`src/rtl/rv32i_mem_arbiter_if.sv`:
```
// Bus bundle between the fetch/MEM requesters, the memory port and the rv32i_mem_arbiter.
// slave: arbiter side; master: the environment driving requests and memory responses.
interface rv32i_mem_arbiter_if #(
    parameter int unsigned MAX_OUTSTANDING = 2
);
    localparam int unsigned CNT_W = $clog2(MAX_OUTSTANDING + 1);

    logic             if_req_i;
    logic [31:0]      if_addr_i;
    logic             if_gnt_o;
    logic             if_rvalid_o;
    logic [31:0]      if_rdata_o;

    logic             dm_req_i;
    logic             dm_we_i;
    logic [3:0]       dm_be_i;
    logic [31:0]      dm_addr_i;
    logic [31:0]      dm_wdata_i;
    logic             dm_gnt_o;
    logic             dm_rvalid_o;
    logic [31:0]      dm_rdata_o;

    logic             mem_req_o;
    logic             mem_we_o;
    logic [3:0]       mem_be_o;
    logic [31:0]      mem_addr_o;
    logic [31:0]      mem_wdata_o;
    logic             mem_gnt_i;
    logic             mem_rvalid_i;
    logic [31:0]      mem_rdata_i;

    logic [CNT_W-1:0] outstanding_o;
    logic             resp_err_o;

    modport slave (
        input  if_req_i, if_addr_i,
        output if_gnt_o, if_rvalid_o, if_rdata_o,
        input  dm_req_i, dm_we_i, dm_be_i, dm_addr_i, dm_wdata_i,
        output dm_gnt_o, dm_rvalid_o, dm_rdata_o,
        output mem_req_o, mem_we_o, mem_be_o, mem_addr_o, mem_wdata_o,
        input  mem_gnt_i, mem_rvalid_i, mem_rdata_i,
        output outstanding_o, resp_err_o
    );

    modport master (
        output if_req_i, if_addr_i,
        input  if_gnt_o, if_rvalid_o, if_rdata_o,
        output dm_req_i, dm_we_i, dm_be_i, dm_addr_i, dm_wdata_i,
        input  dm_gnt_o, dm_rvalid_o, dm_rdata_o,
        input  mem_req_o, mem_we_o, mem_be_o, mem_addr_o, mem_wdata_o,
        output mem_gnt_i, mem_rvalid_i, mem_rdata_i,
        input  outstanding_o, resp_err_o
    );
endinterface

```
`src/rtl/rv32i_mem_arbiter.sv`:
```
// Fetch vs. load/store arbiter for one memory port, with an in-order source-tag FIFO for read routing.
// Define RV32I_MEM_ARB_DATA_PRIO_EN for fixed data-over-fetch priority instead of round-robin.
module rv32i_mem_arbiter #(
    parameter int unsigned MAX_OUTSTANDING = 2
) (
    input  logic                 clk_i,
    input  logic                 rst_i,
    rv32i_mem_arbiter_if.slave   bus
);
    localparam int unsigned CNT_W = $clog2(MAX_OUTSTANDING + 1);
    localparam int unsigned PTR_W = (MAX_OUTSTANDING > 1) ? $clog2(MAX_OUTSTANDING) : 1;

    typedef enum logic [1:0] {LK_NONE, LK_IF, LK_DM} lock_e;

    lock_e                      lock_q, lock_d;
    logic [CNT_W-1:0]           cnt_q, cnt_d;
    logic [PTR_W-1:0]           wr_ptr_q, wr_ptr_d;
    logic [PTR_W-1:0]           rd_ptr_q, rd_ptr_d;
    logic [MAX_OUTSTANDING-1:0] tag_q, tag_d;
    logic                       err_q, err_d;
`ifdef RV32I_MEM_ARB_DATA_PRIO_EN
`else
    logic                       last_q, last_d;
`endif

    logic full, empty, if_elig, dm_elig;
    logic sel_valid, sel_dm, accept, push, pop, head;

    // Selection, mux, tag FIFO and lock next-state
    always_comb begin
        full      = (cnt_q >= CNT_W'(MAX_OUTSTANDING));
        empty     = (cnt_q == '0);
        if_elig   = bus.if_req_i && !full;
        dm_elig   = bus.dm_req_i && (bus.dm_we_i || !full);
        sel_valid = 1'b0;
        sel_dm    = 1'b0;
        lock_d    = LK_NONE;
        cnt_d     = cnt_q;
        wr_ptr_d  = wr_ptr_q;
        rd_ptr_d  = rd_ptr_q;
        tag_d     = tag_q;
        err_d     = err_q;
`ifdef RV32I_MEM_ARB_DATA_PRIO_EN
`else
        last_d    = last_q;
`endif

        // A stalled request keeps its source until accepted or withdrawn
        if (lock_q == LK_IF && bus.if_req_i) begin
            sel_valid = 1'b1;
            sel_dm    = 1'b0;
        end else if (lock_q == LK_DM && bus.dm_req_i) begin
            sel_valid = 1'b1;
            sel_dm    = 1'b1;
        end else if (if_elig && dm_elig) begin
            sel_valid = 1'b1;
`ifdef RV32I_MEM_ARB_DATA_PRIO_EN
            sel_dm    = 1'b1;
`else
            sel_dm    = !last_q;
`endif
        end else if (if_elig) begin
            sel_valid = 1'b1;
            sel_dm    = 1'b0;
        end else if (dm_elig) begin
            sel_valid = 1'b1;
            sel_dm    = 1'b1;
        end

        accept = sel_valid && bus.mem_gnt_i;
        push   = accept && (!sel_dm || !bus.dm_we_i);
        pop    = bus.mem_rvalid_i && !empty;
        head   = tag_q[rd_ptr_q];

        if (sel_valid && !bus.mem_gnt_i) begin
            lock_d = sel_dm ? LK_DM : LK_IF;
        end
`ifdef RV32I_MEM_ARB_DATA_PRIO_EN
`else
        if (accept) begin
            last_d = sel_dm;
        end
`endif

        if (push) begin
            tag_d[wr_ptr_q] = sel_dm;
            wr_ptr_d = (wr_ptr_q == PTR_W'(MAX_OUTSTANDING - 1)) ? '0 : wr_ptr_q + PTR_W'(1);
        end
        if (pop) begin
            rd_ptr_d = (rd_ptr_q == PTR_W'(MAX_OUTSTANDING - 1)) ? '0 : rd_ptr_q + PTR_W'(1);
        end
        case ({push, pop})
            2'b10:   cnt_d = cnt_q + CNT_W'(1);
            2'b01:   cnt_d = cnt_q - CNT_W'(1);
            default: cnt_d = cnt_q;
        endcase
        if (bus.mem_rvalid_i && empty) begin
            err_d = 1'b1;
        end

        bus.if_gnt_o    = accept && !sel_dm;
        bus.dm_gnt_o    = accept && sel_dm;
        bus.mem_req_o   = sel_valid;
        bus.mem_we_o    = sel_valid && sel_dm && bus.dm_we_i;
        bus.mem_be_o    = !sel_valid ? 4'h0 : (sel_dm ? bus.dm_be_i : 4'hF);
        bus.mem_addr_o  = !sel_valid ? 32'h0 : (sel_dm ? bus.dm_addr_i : bus.if_addr_i);
        bus.mem_wdata_o = (sel_valid && sel_dm) ? bus.dm_wdata_i : 32'h0;

        bus.if_rvalid_o   = pop && !head;
        bus.dm_rvalid_o   = pop && head;
        bus.if_rdata_o    = bus.mem_rdata_i;
        bus.dm_rdata_o    = bus.mem_rdata_i;
        bus.outstanding_o = cnt_q;
        bus.resp_err_o    = err_q;
    end

    always_ff @(posedge clk_i) begin
        if (rst_i) begin
            lock_q   <= LK_NONE;
            cnt_q    <= '0;
            wr_ptr_q <= '0;
            rd_ptr_q <= '0;
            tag_q    <= '0;
            err_q    <= 1'b0;
`ifdef RV32I_MEM_ARB_DATA_PRIO_EN
`else
            last_q   <= 1'b1;
`endif
        end else begin
            lock_q   <= lock_d;
            cnt_q    <= cnt_d;
            wr_ptr_q <= wr_ptr_d;
            rd_ptr_q <= rd_ptr_d;
            tag_q    <= tag_d;
            err_q    <= err_d;
`ifdef RV32I_MEM_ARB_DATA_PRIO_EN
`else
            last_q   <= last_d;
`endif
        end
    end
endmodule

```
`src/flat_wrapper.sv`:
```
// flat-port wrapper written by rule: the top's interface ports become plain ports
module rv32i_mem_arbiter_flat 
#(
    parameter int unsigned MAX_OUTSTANDING = 2
)
  (clk_i, rst_i, bus_if_req_i, bus_if_addr_i, bus_if_gnt_o, bus_if_rvalid_o, bus_if_rdata_o, bus_dm_req_i, bus_dm_we_i, bus_dm_be_i, bus_dm_addr_i, bus_dm_wdata_i, bus_dm_gnt_o, bus_dm_rvalid_o, bus_dm_rdata_o, bus_mem_req_o, bus_mem_we_o, bus_mem_be_o, bus_mem_addr_o, bus_mem_wdata_o, bus_mem_gnt_i, bus_mem_rvalid_i, bus_mem_rdata_i, bus_outstanding_o, bus_resp_err_o);
  rv32i_mem_arbiter_if #(.MAX_OUTSTANDING(MAX_OUTSTANDING)) bus_i ();
  input  logic clk_i;
  input  logic rst_i;
  input wire logic [$bits(bus_i.if_req_i)-1:0] bus_if_req_i;
  input wire logic [$bits(bus_i.if_addr_i)-1:0] bus_if_addr_i;
  output wire logic [$bits(bus_i.if_gnt_o)-1:0] bus_if_gnt_o;
  output wire logic [$bits(bus_i.if_rvalid_o)-1:0] bus_if_rvalid_o;
  output wire logic [$bits(bus_i.if_rdata_o)-1:0] bus_if_rdata_o;
  input wire logic [$bits(bus_i.dm_req_i)-1:0] bus_dm_req_i;
  input wire logic [$bits(bus_i.dm_we_i)-1:0] bus_dm_we_i;
  input wire logic [$bits(bus_i.dm_be_i)-1:0] bus_dm_be_i;
  input wire logic [$bits(bus_i.dm_addr_i)-1:0] bus_dm_addr_i;
  input wire logic [$bits(bus_i.dm_wdata_i)-1:0] bus_dm_wdata_i;
  output wire logic [$bits(bus_i.dm_gnt_o)-1:0] bus_dm_gnt_o;
  output wire logic [$bits(bus_i.dm_rvalid_o)-1:0] bus_dm_rvalid_o;
  output wire logic [$bits(bus_i.dm_rdata_o)-1:0] bus_dm_rdata_o;
  output wire logic [$bits(bus_i.mem_req_o)-1:0] bus_mem_req_o;
  output wire logic [$bits(bus_i.mem_we_o)-1:0] bus_mem_we_o;
  output wire logic [$bits(bus_i.mem_be_o)-1:0] bus_mem_be_o;
  output wire logic [$bits(bus_i.mem_addr_o)-1:0] bus_mem_addr_o;
  output wire logic [$bits(bus_i.mem_wdata_o)-1:0] bus_mem_wdata_o;
  input wire logic [$bits(bus_i.mem_gnt_i)-1:0] bus_mem_gnt_i;
  input wire logic [$bits(bus_i.mem_rvalid_i)-1:0] bus_mem_rvalid_i;
  input wire logic [$bits(bus_i.mem_rdata_i)-1:0] bus_mem_rdata_i;
  output wire logic [$bits(bus_i.outstanding_o)-1:0] bus_outstanding_o;
  output wire logic [$bits(bus_i.resp_err_o)-1:0] bus_resp_err_o;
  assign bus_i.if_req_i = bus_if_req_i;
  assign bus_i.if_addr_i = bus_if_addr_i;
  assign bus_if_gnt_o = bus_i.if_gnt_o;
  assign bus_if_rvalid_o = bus_i.if_rvalid_o;
  assign bus_if_rdata_o = bus_i.if_rdata_o;
  assign bus_i.dm_req_i = bus_dm_req_i;
  assign bus_i.dm_we_i = bus_dm_we_i;
  assign bus_i.dm_be_i = bus_dm_be_i;
  assign bus_i.dm_addr_i = bus_dm_addr_i;
  assign bus_i.dm_wdata_i = bus_dm_wdata_i;
  assign bus_dm_gnt_o = bus_i.dm_gnt_o;
  assign bus_dm_rvalid_o = bus_i.dm_rvalid_o;
  assign bus_dm_rdata_o = bus_i.dm_rdata_o;
  assign bus_mem_req_o = bus_i.mem_req_o;
  assign bus_mem_we_o = bus_i.mem_we_o;
  assign bus_mem_be_o = bus_i.mem_be_o;
  assign bus_mem_addr_o = bus_i.mem_addr_o;
  assign bus_mem_wdata_o = bus_i.mem_wdata_o;
  assign bus_i.mem_gnt_i = bus_mem_gnt_i;
  assign bus_i.mem_rvalid_i = bus_mem_rvalid_i;
  assign bus_i.mem_rdata_i = bus_mem_rdata_i;
  assign bus_outstanding_o = bus_i.outstanding_o;
  assign bus_resp_err_o = bus_i.resp_err_o;
  rv32i_mem_arbiter #(.MAX_OUTSTANDING(MAX_OUTSTANDING)) u_core (.clk_i(clk_i), .rst_i(rst_i), .bus(bus_i));
endmodule
```
`config.mk`:
```
export PLATFORM = sky130hd
export DESIGN_NAME = rv32i_mem_arbiter_flat
export DESIGN_NICKNAME = d
export VERILOG_FILES = /design/src/rtl/rv32i_mem_arbiter_if.sv /design/src/rtl/rv32i_mem_arbiter.sv /design/src/flat_wrapper.sv
export SDC_FILE = /design/constraint.sdc
export NUM_CORES = 1
export LEC_CHECK = 0
export BUFFER_PORTS_ARGS = -buffer_cell sky130_fd_sc_hd__buf_2
export CAP_MARGIN = 30
export CORE_AREA = 2 2 107 109
export CTS_CLUSTER_SIZE = 40
export DETAILED_ROUTE_END_ITERATION = 6
export DIE_AREA = 0 0 109 111
export HOLD_SLACK_MARGIN = 0.1
export PLACE_DENSITY_LB_ADDON = 0.3
export RECOVER_POWER = 50
export SLEW_MARGIN = 25
export SYNTH_ARGS = -nofsm -noshare
export SYNTH_HDL_FRONTEND = slang
export SYNTH_SLANG_ARGS = --single-unit
```
`constraint.sdc`:
```
create_clock -name clk_i -period 2.6 [get_ports clk_i]
set_input_delay 0 -clock clk_i [delete_from_list [all_inputs] [get_ports clk_i]]
set_output_delay 0 -clock clk_i [all_outputs]
set_load 0.01 [all_outputs]
```
* Word level (Yosys, flattened, before mapping)
Cells that the tools add are included.
** Operators by class
- Bitwise operators :: 1
- $lt $le $gt $ge :: 4
- Reductions and logical operators :: 29
- $add $sub $neg :: 4
- Equal/unequal tests :: 4
- Multiplexer cells :: 23
** Operator list (count)
- $mux 32 :: 3
- $logic_and 1x1->1 :: 17
- $mux 1 :: 14
- $mux 4 :: 2
- $logic_not 1->1 :: 7
- $eq 2x1->1 const B :: 2
- $eq 2x2->1 const B :: 2
- $lt 1x2->1 const B :: 2
- $pmux 2 s2 :: 1
- $add 1x1->1 const B :: 2
- $add 2x1->2 const B :: 1
- $bwmux 2 :: 1
- $ge 2x2->1 const B :: 1
- $logic_not 2->1 :: 1
- $logic_or 1x1->1 :: 2
- $mux 2 :: 1
- $reduce_bool 2->1 :: 1
- $reduce_or 2->1 :: 1
- $sub 2x1->2 const B :: 1
- $demux 1 s1 :: 1
- $ge 1x1->1 const B :: 1
- $not 1->1 :: 1
** Storage, ports and cells
- Register bits after elaboration :: 10
- Input port bits :: 139
- Output and inout port bits :: 141
- Logic and storage cells :: 72

* Logic depth before layout (Yosys ltp)
- Word-level depth :: 14
- Gate-level depth with buffers :: 9
- Gate-level depth less buffers :: 9

* Least setup slack after synthesis
No wires, ideal clock.
- Path kind :: register to register
- Start point :: reg u_core.lock_q[1]
- End point :: reg u_core.cnt_q[1] (netlist: u_core.bus.outstanding_o[1])
- Clock period less this slack :: 1.979 ns
- Setup time :: 0.071 ns
- Data arrival time :: 1.908 ns
- Cell stages (with the launch flop) :: 9
- Slack :: 0.621 ns
- Path buffers :: 0
- Required time :: 2.529 ns
- Path through :: dfxtp_1 nor2b_4 nor3b_2 o21ai_1 a311oi_2 inv_1 ha_1 or3_1 a21oi_1
** On the way
- Word-level cells in the longest chain between the ends :: 9
- Elaborated cells on any way between the ends :: 16
- Those cells by class :: eq/ne (4); mux (5); reduce/logical (7)
** RTL lines
- start, declared :: RTL line rv32i_mem_arbiter.sv:15 : lock_e lock_q, lock_d;
- start signal, assigned :: RTL line rv32i_mem_arbiter.sv:130 : lock_q <= lock_d;
- $eq 2x2->1 :: RTL line rv32i_mem_arbiter.sv:52 : end else if (lock_q == LK_DM && bus.dm_req_i) begin
- $logic_and 1x1->1 :: RTL line rv32i_mem_arbiter.sv:52
- $mux 1 :: RTL line rv32i_mem_arbiter.sv:52
- $mux 1 :: RTL line rv32i_mem_arbiter.sv:49 : if (lock_q == LK_IF && bus.if_req_i) begin
- $logic_not 1->1 :: RTL line rv32i_mem_arbiter.sv:71 : push = accept && (!sel_dm || !bus.dm_we_i);
- $logic_or 1x1->1 :: RTL line rv32i_mem_arbiter.sv:71
- $logic_and 1x1->1 * :: RTL line rv32i_mem_arbiter.sv:71
- $eq 2x1->1 or $eq 2x2->1 (tied branches) :: RTL line rv32i_mem_arbiter.sv:92 : case ({push, pop})
- $pmux 2 s2 or $reduce_bool 2->1 (tied branches)
- end signal, assigned :: RTL line rv32i_mem_arbiter.sv:131 : cnt_q <= cnt_d;
- end, declared :: RTL line rv32i_mem_arbiter.sv:16 : logic [CNT_W-1:0] cnt_q, cnt_d;
Mark *: on every way between the ends. The rest lies on a longest branch, timed or not.
A chain may end at the register's enable or synchronous reset.

* Final worst setup path
Same ends and word-level chain as after synthesis.

==> summary by stage <==
Status
The run finished with clean final reports.

Drt
The first routing iteration left 68 violations. The total vias in the final route is 2258. The count of unresolved DRC violations after routing is 0. The final antenna-violating net count is 0. In the final routed layout, each cell accounts on average for between 10 and 15 um. The per-cell via count in the routed design is 3.98.

The pre-antenna-repair detailed-routing pass consisted of 4 iterations. The final routed wirelength across all metal layers is 6820 um.

Clock tree
The number of clock buffers added by TritonCTS is 3. Buffers inserted to repair hold after CTS numbered 36. The buffer levels on the longest clock path is 2. TritonCTS built the clock tree. In this run the number of H-tree levels came out at 1. The total setup buffers inserted after CTS is 0. The clock insertion delay at the later pin of the skew report is 0.24 ns.

The clock slew at the register clock pins of the worst setup and hold paths is 0.04 ns. The tree is rooted in a sky130_fd_sc_hd__clkbuf_16. The number of gates resized after CTS was 0.

The clock sink count is 10.

STA
The measured slew at the worst slew-check pin is around 0.63 ns. Setup violations remaining at the end of the flow were counted as 0. Between clock sinks in the finished design, the worst skew comes to 0.00319 ns. The portion of the clock cycle consumed by the worst path in the final layout is 88.6%. The achievable frequency is 434 MHz. Measured against its own limit, the worst slew margin works out to 58.2%. The number of endpoints with negative hold slack in the final report came to 0. In the post-route analysis, the smallest setup slack over all paths is 0.296 ns. The worst path needs about 2.3 ns of the cycle, external delays included.

Setup repair after global routing left no endpoint under its margin. The final count of pins violating max slew is 0. The summed negative setup slack over all endpoints is 0 ns.

On the final layout, the worst hold slack is 0.178 ns.

Global route
The final global-route overflow total is 0. The first global-routing pass estimated roughly 10000 um of wire. The number of antenna violations at the first check in global routing is 1. The number of global-route vias before repair is ~2100. The overall track demand over capacity in global routing is 10.1%.

Entering global routing, the biggest net connects 43 pins.

Synthesis
The fraction of the yosys area taken by sequential cells is 10.2%. The total of flip-flops plus latches after synthesis is 10. In the synthesized netlist the async set-or-reset flop fraction comes to 0%. The share of the synthesized area in the top cell type is 26.1%.

The synthesized area is 0.00195 mm2. By count the netlist is led by sky130_fd_sc_hd__buf_4 (68), sky130_fd_sc_hd__nand2_1 (41), sky130_fd_sc_hd__and2_1 (32). Synthesis produced a netlist with a net count of 417. The most common cell in the synthesized netlist is sky130_fd_sc_hd__buf_4. The Yosys step of the flow raised 0 warnings. The most used flip-flop cell after synthesis is sky130_fd_sc_hd__dfxtp_1. By area the synthesized netlist is led by sky130_fd_sc_hd__buf_4 (26%), sky130_fd_sc_hd__a21oi_2 (12%), sky130_fd_sc_hd__and2_1 (10%).

The number of enable flip-flop cells after synthesis is 0. The cell count after synthesis came out at 277. The average instance in the mapped netlist occupies roughly 7.1 um2.

The number of distinct library cells after synthesis is 37. sky130_fd_sc_hd__buf_4 takes more of the synthesized area than any other cell.

Placement
At the end of routability-driven placement, the weighted congestion stood at 0.830. Prior to clock tree synthesis, the placed netlist has a worst setup slack of 0.377 ns. The post-placement cell count is 527. The placed wire-length estimate after detailed placement is 5410 um. The count of buffers added on input and output ports is 183.

Cells and area
Relative to the synthesized area, the layout overhead comes to 49.8%. The final layout contains between 500 and 600 nets. The share of final-layout standard cells stronger than drive strength 1 is 57.8%.

The number of fill cells in the layout is 1229. The non-filler instance count after layout is 568. The post-layout utilization of the core is 26.4%.

Floorplanning
The number of placed I/O pins is 280. The initial utilization of the core area, before any placement, comes to between 10% and 20%. The number of placement rows is 39.

The die is between 100 and 150 um wide. The core region is approximately 0.011 mm2. The total die area is 0.0121 mm2. The die boundary height is 111 um.

Worst setup path
The highest net fanout along the worst path is 3. The worst setup path is captured at a register. The worst-case register-to-register setup slack is just under 0.3 ns. Among all stages on the critical path, the largest delay is contributed by sky130_fd_sc_hd__a311oi_1. STA classifies the critical path startpoint as a register. Data arrives at the worst endpoint at about 2.5 ns.

The delay of the slowest cell on the worst path is about 0.4 ns. The data required time at the worst endpoint is 2.76 ns. The signal on the critical path passes through nor2b_4 > nor3b_2 > o21ai_1 > a311oi_1 > inv_1 > ha_1 > or3_1 > a21oi_1.

The critical path in this run is classified as reg2reg.

Pwr
Dividing total power by cell area gives a power density of roughly 600 mW/mm2. The leakage component of the power is 1.51 nW. IR analysis of the VDD net gives a maximum drop of 0.411 mV.

Run
The number of max-cap violations is 0.

Worst hold path
The worst hold path belongs to the class in2reg.
-- metal layers --
layer | part of all wire (%) | track usage (%) | up-vias
met4 | 0.43 | 0.855 | 0
met2 | 51 | 19.5 | 143
met1 | 38 | 11.3 | 988
met3 | 10 | 2.59 | 6
met5 | 0 | 0 | -
li1 | - | - | 1121
-- per-stage QoR --
stage               area (um2)  power [mW]
floorplan                 1950        1.09
global placement          2490        1.38
detailed placement        2490        1.39
CTS                       2940        1.79
global route              2920        1.91
finish                    2930        1.76
-- layout make-up --
| cell class | count | area [um2] | area share [%] |
|---|---|---|---|
| timing repair buffer | 223 | 1310 | 44.9 |
| antenna | 1 | 2.50 | 0.0855 |
| sequential | 10 | 200 | 6.84 |
| inverter | 4 | 15.0 | 0.513 |
| tap | 143 | 179 | 6.12 |
| multi-input combinational | 183 | 1130 | 38.5 |
| clock buffer | 4 | 88.8 | 3.04 |
-- layout by cell type (no fill, tap or decap), types with 2 or more instances in the layout --
master / instances
sky130_fd_sc_hd__a211o_1: 2
sky130_fd_sc_hd__a21oi_1: 9
sky130_fd_sc_hd__a21oi_2: 26
sky130_fd_sc_hd__and2_1: 32
sky130_fd_sc_hd__buf_2: 178
sky130_fd_sc_hd__buf_4: 3
sky130_fd_sc_hd__clkbuf_1: 5
sky130_fd_sc_hd__clkbuf_16: 3
sky130_fd_sc_hd__dfxtp_1: 10
sky130_fd_sc_hd__dlygate4sd3_1: 36
sky130_fd_sc_hd__inv_1: 3
sky130_fd_sc_hd__nand2_1: 41
sky130_fd_sc_hd__nand2_2: 26
sky130_fd_sc_hd__nor2_1: 16
sky130_fd_sc_hd__nor2b_1: 2
sky130_fd_sc_hd__nor3_1: 4
sky130_fd_sc_hd__nor3b_2: 2
sky130_fd_sc_hd__nor4_1: 3
sky130_fd_sc_hd__o21ai_0: 3
sky130_fd_sc_hd__xor2_1: 2
-- worst max-delay path: cells and delay by family (launching register included) --
family                     cells  cell delay [ns]
AOI/OAI and AO/OA              3             0.71
adders and majority gates      1             0.32
and+or+nand+nor                3             0.81
buffers and inverters          1             0.08
DFF                            1             0.31
-- report_power, final --
group / internal, mW / leakage (nW) / total [mW] / switching (mW)
sequential: 0.189 / 0.0823 / 0.227 / 0.0386
clock: 0.232 / 0.0442 / 0.309 / 0.0772
combinational: 0.519 / 1.38 / 1.23 / 0.707
total: 0.940 / 1.51 / 1.76 / 0.822
-- cell families (layout without fill, tap and decap cells) --
| logic type | after synthesis | count (layout) | synth area share (%) |
|---|---|---|---|
| AOI/OAI and AO/OA | 46 | 46 | 19.0 |
| xor gates and xnor gates | 3 | 3 | 1.35 |
| adders and majority gates | 1 | 1 | 0.641 |
| buffers and inverters | 84 | 231 | 32.1 |
| DFF | 10 | 10 | 10.2 |
| muxes | 2 | 2 | 1.09 |
| other | 0 | 1 | 0 |
| and+or+nand+nor | 131 | 131 | 35.6 |
-- state kept, by name, indices dropped and copies added, names as in the netlist --
register	count
u_core.lock_q	2
u_core.rd_ptr_q	1
u_core.last_q	1
u_core.wr_ptr_q	1
u_core.bus.resp_err_o	1
u_core.bus.outstanding_o	2
u_core.tag_q	2
-- path summary, 6_finish.rpt --
| kind | start | endpoint | cells after the start |
|---|---|---|---|
| max reg2reg | u_core.lock_q[1] | u_core.bus.outstanding_o[1] | 8 |
| min | bus_dm_we_i | u_core.tag_q[1] | 3 |
| min reg2reg | u_core.last_q | u_core.last_q | 1 |
| max | u_core.lock_q[1] | u_core.bus.outstanding_o[1] | 8 |
Power figures use the tool's default switching activity.
